## src/rtl/ssd_capture.sv

```systemverilog
// ssd_capture: recovers the four digits shown on a multiplexed, active-low
// seven-segment display by watching its segment and anode lines.
//
// The segment/anode bus is registered once, then must stay unchanged for
// SETTLE cycles before the selected digit is decoded into a shadow slot.
// Once all four digit slots have been captured, the shadows are published
// to digit0..3 and a new frame starts collecting.
//
// Parameters
//   SETTLE   cycles the bus must be stable before a capture (2..255)
//   TIMEOUT  cycles without any capture before valid drops
// Ports
//   clk          system clock, rising edge
//   rst          synchronous reset, active low
//   a..g         segment lines, active low (0 = lit)
//   an0..an3     anode enables, active low (0 = digit selected)
//   digit0..3    last published code per digit (0-F, 10 blank, 11 dash, 1F bad)
//   valid        published digits come from a frame within TIMEOUT
//   frame_done   one-cycle pulse when a frame is published
//   err_pattern  sticky: an undecodable segment pattern was captured
module ssd_capture #(
  parameter int SETTLE  = 4,
  parameter int TIMEOUT = 1048576
) (
  input  logic       clk,
  input  logic       rst,
  input  logic       a,
  input  logic       b,
  input  logic       c,
  input  logic       d,
  input  logic       e,
  input  logic       f,
  input  logic       g,
  input  logic       an0,
  input  logic       an1,
  input  logic       an2,
  input  logic       an3,
  output logic [4:0] digit0,
  output logic [4:0] digit1,
  output logic [4:0] digit2,
  output logic [4:0] digit3,
  output logic       valid,
  output logic       frame_done,
  output logic       err_pattern
);

  localparam int IW = (TIMEOUT < 2) ? 1 : $clog2(TIMEOUT + 1);
  localparam logic [7:0]    SETTLE_MAX = 8'(SETTLE);
  localparam logic [7:0]    SETTLE_HIT = 8'(SETTLE - 1);
  localparam logic [IW-1:0] IDLE_MAX   = IW'(TIMEOUT);
  localparam logic [4:0]    CODE_BLANK = 5'h10;
  localparam logic [4:0]    CODE_BAD   = 5'h1F;

  typedef enum logic {SETTLING, HELD} state_t;

  state_t        state;
  logic [10:0]   w_raw;
  logic [10:0]   w_q;
  logic [10:0]   w_prev;
  logic [6:0]    pat;
  logic [3:0]    an_low;
  logic          changed;
  logic          one_low;
  logic [1:0]    k;
  logic [4:0]    code;
  logic          capture;
  logic [7:0]    cnt;
  logic [7:0]    cnt_next;
  logic [IW-1:0] idle;
  logic [IW-1:0] idle_next;
  logic [3:0]    seen;
  logic [4:0]    shadow [4];

  assign w_raw = {an3, an2, an1, an0, g, f, e, d, c, b, a};

  always_comb begin
    pat     = w_q[6:0];
    an_low  = ~w_q[10:7];
    changed = (w_q != w_prev);
    cnt_next = (cnt >= SETTLE_MAX) ? SETTLE_MAX : cnt + 8'd1;

    one_low = 1'b1;
    k       = 2'd0;
    case (an_low)
      4'b0001: k = 2'd0;
      4'b0010: k = 2'd1;
      4'b0100: k = 2'd2;
      4'b1000: k = 2'd3;
      default: one_low = 1'b0;
    endcase

    case (pat)
      7'h40:   code = 5'h00;
      7'h79:   code = 5'h01;
      7'h24:   code = 5'h02;
      7'h30:   code = 5'h03;
      7'h19:   code = 5'h04;
      7'h12:   code = 5'h05;
      7'h02:   code = 5'h06;
      7'h78:   code = 5'h07;
      7'h00:   code = 5'h08;
      7'h10:   code = 5'h09;
      7'h08:   code = 5'h0A;
      7'h03:   code = 5'h0B;
      7'h46:   code = 5'h0C;
      7'h21:   code = 5'h0D;
      7'h06:   code = 5'h0E;
      7'h0E:   code = 5'h0F;
      7'h7F:   code = CODE_BLANK;
      7'h3F:   code = 5'h11;
      default: code = CODE_BAD;
    endcase

    // Capture on the edge where the counter steps onto SETTLE-1; this places
    // the capture SETTLE edges after the bus value is first registered.
    capture = (state == SETTLING) && !changed && one_low && (cnt_next == SETTLE_HIT);

    if (capture)
      idle_next = '0;
    else if (idle == IDLE_MAX)
      idle_next = idle;
    else
      idle_next = idle + IW'(1);
  end

  always_ff @(posedge clk) begin
    if (!rst) begin
      state       <= SETTLING;
      w_q         <= '1;
      w_prev      <= '1;
      cnt         <= '0;
      idle        <= '0;
      seen        <= '0;
      digit0      <= CODE_BLANK;
      digit1      <= CODE_BLANK;
      digit2      <= CODE_BLANK;
      digit3      <= CODE_BLANK;
      valid       <= 1'b0;
      frame_done  <= 1'b0;
      err_pattern <= 1'b0;
      for (int unsigned i = 0; i < 4; i++) shadow[i] <= CODE_BLANK;
    end else begin
      w_q        <= w_raw;
      w_prev     <= w_q;
      cnt        <= changed ? '0 : cnt_next;
      idle       <= idle_next;
      frame_done <= 1'b0;

      case (state)
        SETTLING: if (capture) state <= HELD;
        HELD:     if (changed) state <= SETTLING;
        default:  state <= SETTLING;
      endcase

      if (capture) begin
        shadow[k] <= code;
        if (code == CODE_BAD) err_pattern <= 1'b1;
      end

      // Publishing reads the shadows as they were before this edge, so a
      // capture landing on the same edge belongs to the next frame.
      if (seen == 4'b1111) begin
        digit0     <= shadow[0];
        digit1     <= shadow[1];
        digit2     <= shadow[2];
        digit3     <= shadow[3];
        frame_done <= 1'b1;
        valid      <= 1'b1;
        seen       <= capture ? (4'b0001 << k) : '0;
      end else if (capture) begin
        seen[k] <= 1'b1;
      end

      if (idle_next == IDLE_MAX) valid <= 1'b0;
    end
  end

endmodule

```

## config.mk

```make
export PLATFORM = sky130hd
export DESIGN_NAME = ssd_capture
export DESIGN_NICKNAME = d
export VERILOG_FILES = /design/src/rtl/ssd_capture.sv
export SDC_FILE = /design/constraint.sdc
export NUM_CORES = 1
export LEC_CHECK = 0
export CAP_MARGIN = 10
export CORE_UTILIZATION = 55
export CTS_BUF_LIST = sky130_fd_sc_hd__clkbuf_4 sky130_fd_sc_hd__clkbuf_8
export DETAILED_ROUTE_END_ITERATION = 7
export PLACE_DENSITY = 0.87
export RECOVER_POWER = 100
export SETUP_SLACK_MARGIN = 0.5
export SLEW_MARGIN = 20
export SYNTH_ARGS = -nofsm -noshare
export SYNTH_HDL_FRONTEND = slang
export SYNTH_SLANG_ARGS = --single-unit
```

## constraint.sdc

```tcl
create_clock -name clk -period 2.4 [get_ports clk]
set_input_delay 0.72 -clock clk [delete_from_list [all_inputs] [get_ports clk]]
set_output_delay 0.72 -clock clk [all_outputs]
set_load 0.02 [all_outputs]
```

### After elaboration in Yosys (flattened, before gate mapping)

Memories as Yosys holds them, arrays and structs flattened. A register that Yosys moved wholly into a read port is not among the register bits.
Cells that the tools add are included.

| word-level totals | value |
|---|---|
| memories | 1 |
| word-level logic and storage cells | 84 |
| memory bits (writable) | 20 |
| input port bits | 13 |
| bits in registers | 59 |

Memories:

| memory | depth | bits a word | read ports | clocked after memory_dff | wr ports | line | source |
|---|---|---|---|---|---|---|---|
| shadow | 4 | 5 | 4 | 4 | 4 | 72 | `logic [4:0] shadow [4];` |

| operators by class | value |
|---|---|
| bitwise operators | 4 |
| mux-type cells | 21 |
| add/sub/neg operators | 2 |
| $lt $le $gt $ge | 3 |
| eq/ne operators | 27 |
| shift operators | 1 |
| reductions and logical operators | 16 |

Operator list:

| cell | number |
|---|---|
| $pmux W5 S18 | 1 |
| $eq A21 B21 Y1 const B | 2 |
| $mux W21 | 2 |
| $eq A7 B7 Y1 const B | 5 |
| $eq A7 B6 Y1 const B | 4 |
| $add A21 B1 Y21 const B | 1 |
| $eq A7 B5 Y1 const B | 3 |
| $eq A7 B2 Y1 const B | 2 |
| $eq A7 B4 Y1 const B | 2 |
| $mux W4 | 3 |
| $ne A11 B11 Y1 | 1 |
| $mux W1 | 9 |
| $add A8 B1 Y8 const B | 1 |
| $eq A4 B4 Y1 const B | 2 |
| $eq A8 B2 Y1 const B | 1 |
| $ge A8 B3 Y1 const B | 1 |
| $mux W8 | 1 |
| $eq A7 B3 Y1 const B | 1 |
| $logic_not A7 Y1 | 1 |
| $pmux W2 S3 | 1 |
| $eq A5 B5 Y1 const B | 1 |
| $logic_not A1 Y1 | 5 |
| $mux W5 | 1 |
| $reduce_or A5 Y1 | 1 |
| other kinds (17) | 22 |

### Longest topological paths before layout

| logic depth | value |
|---|---|
| word-level depth | 11 |
| mapped depth | 8 |
| gate-level depth less buffers | 8 |

### Worst setup path after synthesis

OpenSTA, ideal clock, no wires.

| timing | value |
|---|---|
| path kind | register -> register |
| start point | register cnt[0] |
| end point | memory shadow[1][4], data pin |
| path slack | 0.299 ns |
| setup time | 0.273 ns |
| stages on the path, launching flop included | 9 |
| arrival time | 1.828 ns |
| required time | 2.127 ns |
| cells stage by stage | dfxtp_1 inv_1 ha_1 nor4b_1 o211ai_4 or3_1 buf_6 nor2_1 nand3_1 |

RTL lines:

| what | line | source |
|---|---|---|
| start, declared | 67 | `logic [7:0] cnt;` |
| start signal, assigned | 145 | `cnt <= changed ? '0 : cnt_next;` |
| end, declared | 72 |  |

==> results by group <==
Place
  – Cell area after placement: 4990 sq um
  – IO buf count: 35
  – Global placer's final weighted congestion: 0.897
  – DP Wirelength: 6.66 mm
  – Post-Place Cells: 608

Clock network
  – TritonCTS clock tree: done
  – Post-CTS Hold Buffers: 0
  – CTS root buffer: clkbuf_8
  – Clk slew on worst S/H paths: 0.11 ns
  – H-tree Lvls: 3
  – Clk_lat worst skew: roughly 0.40 ns
  – Clock Path Buffers: 2
  – TritonCTS buffer count: 9
  – Sink Count: between 90 and 100

Global routing
  – Gr ovfl total: 0
  – Initial antenna violation count: 0
  – First-pass GRT wire length: 18.4 mm
  – Number of global-route vias before repair: 3,744
  – Largest net degree at the start of global routing: 35
  – Total global-route track usage: 0.279

Routing
  – Vias per cell: 6.41
  – Post-route ant nets: 0
  – DR pass1 iterations: 6
  – DR iter-0 viols: 517
  – Wire per inst: 20.6 um
  – Via total after detailed routing: 4,233
  – Drt drc: 0
  – Routed wire length: 13.6 mm

Layout
  – Layout overhead on the synthesized area: 31.5%
  – Design area: approximately 5800 sq um
  – Layout cell share with drive strength beyond 1: 0.267
  – Antenna diodes: 0
  – Commonest non-fill, non-tap cell in the layout: dfxtp_1
  – Nets: 570
  – Commonest non-fill, non-tap cells in the layout: dfxtp_1, nand2_1, buf_4
  – Final Non-Filler Cells: 660

STA
  – RSZ-0062 raised after global routing: true
  – Tmin final: around 2.3 ns
  – Maximum clock frequency: 442 MHz
  – Setup TNS: 0 ns
  – Worst Skew: about 0.015 ns
  – Final period util: 0.943
  – Relative slew slack: 0.431
  – Worst-Margin Slew: around 0.85 ns
  – Final hold vios: 0
  – Setup violators final: 0
  – Max-slew violations: 0

Floorplan
  – Initial Utilization: 0.572
  – IO Pins: 36
  – Rows: 32
  – Total die area: 8450 sq um
  – Core Box Area: 7770 sq um
  – Die Wd: between 90 and 100 um
  – Die height: 91.9 um

Run
  – Max Cap Violations: 0

Worst setup path
  – Slowest stage delay, CP: 0.46 ns
  – R2R setup slack: 0.14 ns
  – R2R Path End: shadow[2][3]$_SDFFCE_PN0P_
  – Worst setup path endpoint: shadow[2][3]$_SDFFCE_PN0P_
  – Slowest CP cell: dfxtp_1
  – Worst reg2reg path depth: 8
  – CP Max Fanout: 4
  – Startpoint types: flip-flop
  – Critical path required time: roughly 2.7 ns
  – CP Class: flip-flop to flip-flop
  – Critical-path cell list: xor2_1, nor4_1, nand3_1, clkbuf_1, nor3_4, nand4_1, buf_4, nor3_2
  – CP Data Arrival Time: 2.51 ns
  – R2R Path Start: w_q[2]$_SDFF_PN1_
  – Setup crit end kind: flip-flop
  – Critical Path Start: w_q[2]$_SDFF_PN1_

Synth
  – Synth Instances: 478
  – Register bit total from synthesis: 99
  – Avg Inst Size Synth: 9.30 sq um
  – Part of the Yosys area used for sequential elements: 0.491
  – Number of flops mapped to enable cells by yosys: 20
  – Cell Area, Synth: 4450 sq um
  – Post-synth ARST share: 0
  – Synth cell types: 62
  – Synth warn: 0
  – Top_reg_cell synth: dfxtp_1

Worst hold path
  – Hold Path Class: flip-flop to flip-flop

Run status
  – Outcome: complete, no violations

Pwr
  – Pwr/cell area: 547 nW/um^2
  – Static leakage: approximately 2.2 nW
  – Maximum VDD drop: 0.393 mV
  – Pwr Total: 3.20 mW
## synth_stat cells (all sizes together), types with 10 or more instances
cell type  number  share of area
clkbuf         22          0.019
buf            10          0.013
xnor2          15          0.030
edfxtp         20           0.14
nor3           16          0.024
nand4          14          0.021
xor2           23          0.045
dfxtp          79           0.36
nand2          60          0.051
nor2           39          0.033
inv            10         0.0084
nand2b         27          0.038
nand3          23          0.027
a21oi          26          0.029
## cell families (layout without fill, tap and decap cells)
logic type,after synthesis,in the layout,synth area share
AO/OA/AOI/OAI,71,71,0.111
XOR/XNOR,38,38,0.0749
adder cells (fa/ha/maj),4,4,0.0113
buffers and inverters,42,117,0.0397
flip-flops,99,99,0.491
multiplexers,1,1,0.00253
other,1,5,0.000844
AND/OR/NAND/NOR,222,223,0.269
## worst max-delay path: cells and delay by family (launching register included)
family | cells | cell delay, ns
XOR/XNOR | 1 | 0.12
buffers and inverters | 2 | 0.45
flip-flops | 1 | 0.46
AND/OR/NAND/NOR | 5 | 1.07
## routing by layer
layer	track usage	wire length (um)	vias up
met1	0.356	5050	2027
met4	0.0951	641	0
met3	0.0597	1340	79
met2	0.470	6570	302
met5	0	0	-
li1	-	-	1825
## sequential cells by signal, indices dropped and copies added, names as in the netlist
signal / cells
digit3: 5
seen: 4
state: 1
w_q: 11
w_prev: 11
idle: 21
shadow: 20
digit1: 5
err_pattern: 1
digit0: 5
cnt: 8
digit2: 5
frame_done: 1
valid: 1
## worst min path at each step
stage                                     startpoint                endpoint  depth (start not counted)  slack, ns
after global routing          digit2[0]$_SDFFE_PN0P_  digit2[0]$_SDFFE_PN0P_                          2       0.48
after global placement        digit0[3]$_SDFFE_PN0P_  digit0[3]$_SDFFE_PN0P_                          2       0.44
after detailed placement      digit1[3]$_SDFFE_PN0P_  digit1[3]$_SDFFE_PN0P_                          2       0.45
final                         digit1[3]$_SDFFE_PN0P_  digit1[3]$_SDFFE_PN0P_                          2       0.46
after CTS                     digit1[3]$_SDFFE_PN0P_  digit1[3]$_SDFFE_PN0P_                          2       0.46
after floorplan           shadow[0][4]$_SDFFCE_PN1P_  digit0[4]$_SDFFE_PN1P_                          2       0.43
## power breakdown
group | switching [mW] | internal (mW) | leakage (nW)
Combinational | 0.169 | 0.131 | 1.26
Sequential | 0.0361 | 1.73 | 0.837
Clock | 0.714 | 0.418 | 0.104
Total | 0.920 | 2.28 | 2.20
## cell type report
cell class                      count  area (sq um)
Timing Repair Buffer               91           774
Inverter                           10          37.5
Sequential cell                    99          2200
Clock buffer                        9           124
Clock inverter                      7          81.3
Tap cell                          102           128
Multi-Input combinational cell    342          2500
Fill cell                         512          1920
## through the flow
stage	util	hold slack (ns)	worst slack, ns
global route	0.753	0.482	0.104
detailed placement	0.643	0.447	0.0405
floorplan	-	0.433	0.372
global placement	0.643	0.443	0.119
CTS	0.720	0.460	0.259
finish	0.753	0.458	0.137
## timing repair
action,CTS,global route
pin swaps,41,37
setup endpoints to repair,88,68
gates cloned,2,0
resized for setup,94,56
setup buffers,15,19
Note: power is estimated with default switching activity, not from simulation.
==> variant: new RTL, same settings <==
Set the parameter `TIMEOUT` to 524288 (it was 1048576).
--- a/src/rtl/ssd_capture.sv
+++ b/src/rtl/ssd_capture.sv
@@ -20,7 +20,7 @@
 //   err_pattern  sticky: an undecodable segment pattern was captured
 module ssd_capture #(
   parameter int SETTLE  = 4,
-  parameter int TIMEOUT = 1048576
+  parameter int TIMEOUT = 524288
 ) (
   input  logic       clk,
   input  logic       rst,
Behaviour: no difference found for any inputs over 10 cycles, from zero or initial values and one cycle with rst low; that may be too few to reach the edited logic, so the function may still have changed.
==> variant against the unedited design <==
  * Routed wire length down 5.3%
  * First-iteration DRC count down 13%
  * Total power down 6.3%
  * Global-route usage down 3.0 points
  * Final area down 3.3%
  * Sequential cell count down 1
  * Synthesized area down 3.3%
  * Clock skew up 1.7 ps
  * Setup slack worse by 69 ps
  * Largest cell class unchanged
==> variant: results (changes against the unedited design) <==
Post-synth EDFFs: 20 (unchanged)
Min-delay worst type: reg -> reg
Critical path startpoint: w_q[9]$_SDFF_PN1_
Syn. warnings: 0 (unchanged)
Clock slew at reported path FFs: 100 ps
Worst R2R Setup Slack: 70 ps (-70 ps)
CP top delay family: compound AO/OA/AOI/OAI gates
Hpwl dp: 5750 um (-14%)
Total CTS buffers: 9 (unchanged)
DP Area: 4800 um^2 (-3.8%)
R2r endpoint: shadow[3][1]$_DFFE_PP_
WHS Path Cells: 2 (unchanged)
Status: finished, final reports clean
Gr usage total: 25.0% (-3.0 points)
CP max stage delay: 550 ps (+90 ps)
Critical Path Fanout Max: 8 (+4)
Pleak: 2.20 nW (about the same)
Post-synth ARST share: 0% (unchanged)
Routability cong.: 0.928 (+3.4%)
Post-DR vias/cell: 6.33 (-1.3%)
Worst skew pair latency: 360 ps (-40 ps)
R2R cell count: 6 (-2)
Main area contributors after synthesis: dfxtp_1 36%, edfxtp_1 14%, nand2_1 6.2%
First-pass GRT wire length: 16600 um (-9.8%)
Pre-CTS WS: 142 ps (+101 ps)
# port buffers: 35 (unchanged)
Post-synth cell types: 58 (-6.5%)
Maximum vdd ir drop: 0.000354 V (-9.9%)
WL final: 12900 um (-5.3%)
1st-pass router iterations: 6 (unchanged)
Arr. time, crit path: 2390 ps (-120 ps)
Top FF cell, synth: dfxtp_1
Worst-Margin Slew: 762 ps (-91.4 ps)
CTS Buffer Depth: 2 (unchanged)
Largest regs: idle x20, shadow x20
Hold Startpoint: digit3[3]$_SDFFE_PN0P_
Slowest library cell on the worst path: a211oi_2
Layout cell share with drive strength beyond 1: 27.2% (+0.45 points)
WHS Endpoint: digit3[3]$_SDFFE_PN0P_
Sequential share of the synthesized area: 50.3% (+1.2 points)
Antenna diodes: 0 (unchanged)
First DRT Iteration DRCs: 449 (-13%)
Root buf cell: clkbuf_8
Vias in the first global route: 3568 (-4.7%)
Largest net degree at the start of global routing: 23 (-34%)
Fill count: 430 (-16%)
Nets: 557 (-2.3%)
Clk_skew: 16.4 ps (+1.68 ps)
H-tree levels: 3 (unchanged)
Commonest cells in the netlist: 78 x dfxtp_1, 71 x nand2_1, 39 x nor2_1
[variant: cell types whose count changed after synthesis, sizes merged, moves of 5 or more]
cell	unedited run	this run
nand3	23	14
nand2	60	71
nor3b	0	6
nand4	14	9
o21ai	6	11
clkbuf	22	14
inv	10	15
[variant: routing by layer]
metal	wire length [um]	share of wire [%]	vias up	GRT usage, %
met5	0	0	-	0
met4	932	7.2	0	13.6
met3	1330	10	106	4.80
met2	6070	47	373	41.6
met1	4550	35	1857	30.5
li1	-	-	1742	-
[variant: final cells by class]
type	instances	area, um^2	share of cell area, %
sequential	98	2200	38.9
clock inverter	7	43.8	0.775
inverter	15	57.6	1.02
timing repair inverter	1	5.00	0.0886
multi-input combinational	331	2370	42.0
tap	99	124	2.19
timing repair buffer	84	728	12.9
clock buffer	9	124	2.19
[variant: logic make-up after synthesis]
group,synth area share (%)
buffers and inverters,4.07
other,0.0872
flip-flops,50.3
AO/OA/AOI/OAI,9.37
AND/OR/NAND/NOR,27.1
XOR/XNOR,7.74
multiplexers,0.233
adder cells (fa/ha/maj),1.16
[variant: power breakdown]
part	switching (W)	leakage, nW	internal (W)
clock	0.000586	0.0868	0.000374
sequential	0.0000403	0.829	0.00171
combinational	0.000161	1.29	0.000123
total	0.000787	2.20	0.00221
[variant: stage by stage]
stage | hold WS [ps] | instances | TNS, ps
after floorplan | 433 | 469 | 0
after global placement | 442 | 591 | 0
after detailed placement | 450 | 591 | 0
after CTS | 459 | 626 | 0
after global routing | 488 | 644 | -154
final | 467 | 644 | 0
[variant: worst max path at each step]
stage | endpoint | slack (ps) | cells after the start
after floorplan | shadow[1][3]$_SDFFCE_PN0P_ | 450 | 7
after global placement | shadow[2][1]$_SDFFCE_PN0P_ | 170 | 6
after detailed placement | shadow[0][3]$_SDFFCE_PN0P_ | 140 | 5
after CTS | valid$_SDFFE_PP0P_ | 360 | 6
after global routing | shadow[3][1]$_DFFE_PP_ | -30 | 6
final | shadow[3][1]$_DFFE_PP_ | 70 | 6
[variant: worst min-delay path: stages, from the launching register on]
cell and delay [ps]:
dfxtp_1 320, nand2_1 50, a21oi_1 60
[variant: timing repair]
item                       CTS  global route
setup endpoints to repair   86            67
pin swaps                   13            21
gates resized for setup     74            72
cloned                       0             1
buffers inserted            19            17
